## src/rtl/usb_bit_pkg.sv

```systemverilog
// Shared definitions for the USB bit-level receive and transmit paths:
// stuffing limit, line idle level, FSM state encoding and the NRZI rule.
package usb_bit_pkg;

   // Consecutive decoded 1s after which the transmitter inserts one 0.
   localparam int STUFF_LIMIT_DEF = 6;

   // Idle (J) line level; also the reference level at the start of a packet.
   localparam logic J_LEVEL = 1'b1;

   // Receive FSM state encoding; kept as plain constants for older tools.
   typedef logic [0:0] rx_state_t;
   localparam rx_state_t ST_IDLE = 1'b0;
   localparam rx_state_t ST_RUN  = 1'b1;

   // NRZI: no transition on the line means a 1, a transition means a 0.
   function automatic logic nrzi_decode(input logic line_level, input logic prev_level);
      return (line_level == prev_level);
   endfunction

endpackage

```

## src/rtl/bit_unstuffer.sv

```systemverilog
// Tracks runs of decoded 1s and classifies each raw bit as kept, dropped
// (the stuffed 0 that follows a full run) or a stuffing violation (a 1
// where the stuffed 0 should have been).
module bit_unstuffer
   import usb_bit_pkg::*;
#(
   parameter int STUFF_LIMIT = STUFF_LIMIT_DEF
) (
   input  logic clk,
   input  logic nRST,
   input  logic clear,      // hold the run counter at 0 (block idle)
   input  logic raw_valid,  // a raw decoded bit is present this cycle
   input  logic raw_bit,
   output logic keep,       // raw bit is data and must be passed on
   output logic viol        // raw bit is a stuffing violation
);

   localparam int CW = $clog2(STUFF_LIMIT + 1);

   logic [CW-1:0] ones_cnt;
   logic          at_limit;

   // A full run of 1s means the next bit is the stuffed bit, never data.
   always_comb begin
      at_limit = (ones_cnt == CW'(STUFF_LIMIT));
      keep     = raw_valid && !at_limit;
      viol     = raw_valid && at_limit && raw_bit;
   end

   // Run counter: counts 1s, clears on any 0 and after the stuffed slot,
   // so it saturates at the limit and never wraps.
   always_ff @(posedge clk or negedge nRST) begin
      if (!nRST) begin
         ones_cnt <= '0;
      end else if (clear) begin
         ones_cnt <= '0;
      end else if (raw_valid) begin
         if (at_limit || !raw_bit) begin
            ones_cnt <= '0;
         end else begin
            ones_cnt <= ones_cnt + CW'(1);
         end
      end
   end

endmodule

```

## src/rtl/nrzi_rx_decoder.sv

```systemverilog
// NRZI receive decoder: turns strobed line levels into decoded bits,
// removes stuffed bits and assembles bytes LSB-first.
//
// Output handshake: dec_valid, byte_valid and stuff_err are single-cycle
// pulses with no backpressure. dec_bit is meaningful only while dec_valid
// is 1; rx_byte updates exactly in the cycle byte_valid is 1 and otherwise
// holds. All pulses come one clock after the strobe that caused them.
module nrzi_rx_decoder
   import usb_bit_pkg::*;
#(
   parameter int STUFF_LIMIT = STUFF_LIMIT_DEF
) (
   input  logic       clk,
   input  logic       nRST,
   input  logic       bit_strobe,
   input  logic       line_bit,
   input  logic       pkt_active,
   output logic       dec_bit,
   output logic       dec_valid,
   output logic [7:0] rx_byte,
   output logic       byte_valid,
   output logic       stuff_err,
   output rx_state_t  state_dbg
);

   rx_state_t  state;
   logic       prev_level;
   logic [2:0] bit_cnt;
   logic [7:0] asm_reg;
   logic [7:0] next_asm;
   logic       run_ok;
   logic       raw_valid;
   logic       raw_bit;
   logic       keep;
   logic       viol;

   // A strobe counts only in RUN with the packet still active, so a strobe
   // on the cycle pkt_active falls is ignored and idle rules apply at once.
   always_comb begin
      run_ok    = (state == ST_RUN) && pkt_active;
      raw_valid = run_ok && bit_strobe;
      raw_bit   = nrzi_decode(line_bit, prev_level);
      next_asm  = {raw_bit, asm_reg[7:1]};
      state_dbg = state;
   end

   bit_unstuffer #(
      .STUFF_LIMIT (STUFF_LIMIT)
   ) u_unstuff (
      .clk       (clk),
      .nRST      (nRST),
      .clear     (!run_ok),
      .raw_valid (raw_valid),
      .raw_bit   (raw_bit),
      .keep      (keep),
      .viol      (viol)
   );

   // Two-state FSM that simply follows pkt_active one edge later.
   always_ff @(posedge clk or negedge nRST) begin
      if (!nRST) begin
         state <= ST_IDLE;
      end else if (pkt_active) begin
         state <= ST_RUN;
      end else begin
         state <= ST_IDLE;
      end
   end

   // Previous line level: J while idle, then every strobed level,
   // including the levels of dropped stuffed bits.
   always_ff @(posedge clk or negedge nRST) begin
      if (!nRST) begin
         prev_level <= J_LEVEL;
      end else if (!run_ok) begin
         prev_level <= J_LEVEL;
      end else if (raw_valid) begin
         prev_level <= line_bit;
      end
   end

   // Output pulses, byte assembly and error handling.
   always_ff @(posedge clk or negedge nRST) begin
      if (!nRST) begin
         dec_bit    <= 1'b0;
         dec_valid  <= 1'b0;
         byte_valid <= 1'b0;
         stuff_err  <= 1'b0;
         rx_byte    <= 8'h00;
         asm_reg    <= 8'h00;
         bit_cnt    <= 3'd0;
      end else begin
         dec_valid  <= 1'b0;
         byte_valid <= 1'b0;
         stuff_err  <= 1'b0;
         if (!run_ok) begin
            // Partial byte is discarded; rx_byte keeps the last full byte.
            bit_cnt <= 3'd0;
            asm_reg <= 8'h00;
         end else if (keep) begin
            dec_bit   <= raw_bit;
            dec_valid <= 1'b1;
            asm_reg   <= next_asm;
            bit_cnt   <= bit_cnt + 3'd1;
            if (bit_cnt == 3'd7) begin
               rx_byte    <= next_asm;
               byte_valid <= 1'b1;
            end
         end else if (viol) begin
            stuff_err <= 1'b1;
            bit_cnt   <= 3'd0;
            asm_reg   <= 8'h00;
         end
      end
   end

endmodule

```

## config.mk

```make
export PLATFORM = sky130hd
export DESIGN_NAME = nrzi_rx_decoder
export DESIGN_NICKNAME = d
export VERILOG_FILES = /design/src/rtl/usb_bit_pkg.sv /design/src/rtl/bit_unstuffer.sv /design/src/rtl/nrzi_rx_decoder.sv
export SDC_FILE = /design/constraint.sdc
export NUM_CORES = 1
export LEC_CHECK = 0
export ABC_CLOCK_PERIOD_IN_PS = 3000
export BUFFER_PORTS_ARGS = -buffer_cell sky130_fd_sc_hd__buf_2
export CAP_MARGIN = 15
export CORE_ASPECT_RATIO = 1.1
export CORE_MARGIN = 2
export CORE_UTILIZATION = 58
export CTS_CLUSTER_DIAMETER = 120
export DETAILED_ROUTE_END_ITERATION = 8
export GPL_ROUTABILITY_DRIVEN = 0
export GPL_TIMING_DRIVEN = 0
export PLACE_DENSITY = 0.86
export SLEW_MARGIN = 20
export SYNTH_ARGS = -nofsm -noshare
export SYNTH_HDL_FRONTEND = slang
export SYNTH_SLANG_ARGS = --single-unit
export TNS_END_PERCENT = 10
```

## constraint.sdc

```tcl
create_clock -name clk -period 3 [get_ports clk]
set_input_delay 0.6 -clock clk [delete_from_list [all_inputs] [get_ports clk]]
set_output_delay 0.6 -clock clk [all_outputs]
set_load 0.02 [all_outputs]
```

==> metrics <==
Total GRT Usage 20.2%; First DRT Iteration DRCs 10; cell taking the most area after synthesis dfrtp_1; CTS Sinks 27; Die X 46.4 um; footprint of the multi-input gates 434 um^2; Peak VDD IR 272 uV; CP max FO 9; Yosys warnings 0; Synth Register Bits 27; Leak Pwr 0.679 nW; Yosys cell types 25; kind of critical path reg2reg; CTS resizes 0; NumNets Final 110; Worst Hold Slack 0.255 ns; Vias 681; Synth Instances 80; f_max 592 MHz; top area cells in the synthesized netlist dfrtp_1 57%, mux2_4 10%, a22o_1 6.9%; TritonRoute pass-1 iters 4; final setup fails 0; critical path arrival 1.91 ns; # DRC 0; max-slew violations 0; syn_nets 89; Fin. Hold Viols 0; row count 16; vias in the first global route 697; DIE HEIGHT 50.6 um; Congestion Overflow GR 0; share of layout cells above drive strength 1 38.0%; initial antenna violation count 0; post-CTS setup buffer count 0; Avg Inst Size Synth 14.3 um^2; total power 0.000570 W; starting density of the core 62.9%; clock root cell clkbuf_4; clk_lat worst skew 0.32 ns; ANT cells 0; # Max-Cap Violations 0; Slew @ Worst Pin 0.577 ns; P&R area growth vs syn 12.3%; Critical Path RT 3.22 ns; FILL cells 125; Post-synth EDFFs 0; CTS tree yes; FF+latch area 677 um^2; R2R Path End rx_byte[7]; synth cell count leaders 26 x dfrtp_1, 9 x a22o_1, 8 x mux2_4; Top Ports 18; outcome finished, final reports clean; Layout Skew 0.00347 ns; total CTS buffers 3; Final min period 1.69 ns; setup slack, reg-to-reg 1.31 ns; fraction of the cycle the final worst path needs 56.3%; ys async rst share 100%; startpoint type of the worst setup path flop; ys flop type dfrtp_1; hold crit path type in2async; Syn Std Cell Area 1150 um^2; CP Capture Type flop; DR WL/cell 15.5 um; Synth top area share 56.8%; sequential share of the synthesized area 59.1%; Clock H-tree levels 1; worst-case reg-to-reg path depth 6; Core ar. 1820 um^2; routed wire length 1.96 mm; first-pass GRT wire length 3.39 mm; max_slew headroom 61.3%; # port buffers 16; setup repair after global routing missed its margin no; clk slew on worst S/H paths 0.14 ns; antenna-violating nets left 0; TNS Setup 0 ns; Vias/cell 5.36; most common cell in the netlist dfrtp_1; die area 2350 um^2; Hold-fix buffers, CTS 0; Power Dens Cells 442 nW/um^2; r2r startpoint u_unstuff.ones_cnt[0]; Max Buffers Root-to-Sink 2; hpwl dp 1.35 mm; number of flip-flops in the largest register 8; largest net degree at the start of global routing 28
## logic make-up after synthesis
group | count (synthesis) | synth area share, %
AOI/OAI and AO/OA | 18 | 13.3
xor gates and xnor gates | 1 | 0.764
adders and majority gates | 4 | 4.37
buffers and inverters | 5 | 3.06
DFF | 27 | 59.1
muxes | 9 | 11.4
and+or+nand+nor | 16 | 8.08
## per-layer routing
metal  up-vias  track usage (%)  wire [um]  share of wire (%)
li1        328                -          -                  -
met1       336             28.5        934                 48
met2        13             31.0        948                 48
met3         4             3.24         43                2.2
met4         0             7.14         36                1.8
met5         -                0          0                  0
## cell type report
class                      instances  area share (%)
inverter                           2           0.583
clock buffer                       3            1.75
multi-input combinational         48            33.7
sequential                        27            52.6
tap                               27            2.62
clock inverter                     1           0.389
timing repair buffer              16            6.22
buffer                             3            2.14
## worst max-delay path by stage
stage / cells after the start / from / slack (ns) / to
2_1_floorplan: 5 / bit_strobe / 1.39 / rx_byte[0]
3_3_place_gp: 4 / line_bit / 1.21 / bit_cnt[1]
3_5_place_dp: 4 / line_bit / 1.19 / asm_reg[1]
4_1_cts: 6 / u_unstuff.ones_cnt[0] / 1.30 / rx_byte[0]
5_1_grt: 6 / u_unstuff.ones_cnt[0] / 1.22 / rx_byte[6]
6_report: 6 / u_unstuff.ones_cnt[0] / 1.31 / rx_byte[7]
## worst max-delay path, cell delays in order, from the launching register on
cell and delay [ns]:
dfrtp_1 0.41, inv_1 0.06, ha_1 0.27, a21boi_4 0.20, and3_1 0.18, buf_6 0.16, mux2_4 0.31
## stage by stage
stage	utilization, %	cells	setup slack [ns]	cell area, um^2
2_1_floorplan	-	80	1.39	1150
3_3_place_gp	69.2	123	1.21	1260
3_5_place_dp	69.2	123	1.19	1260
4_1_cts	70.7	127	1.30	1290
5_1_grt	70.7	127	1.22	1290
6_report	70.7	127	1.31	1290
## cells in the final DEF, fill, tap and decap left out, types with 2 or more instances in the layout
cell and instances:
nand2_1 6, inv_1 2, mux2_4 8, ha_1 4, a22o_1 9, buf_2 17
and3b_2 2, buf_6 2, o21ai_0 4, clkbuf_4 3, dfrtp_1 26, and2_2 2
## power by group
part	switching [W]	internal, W
registers	0.00000414	0.000370
clock network	0.000105	0.0000500
logic	0.0000264	0.0000139
total	0.000135	0.000434
Power figures use the tool's default switching activity.
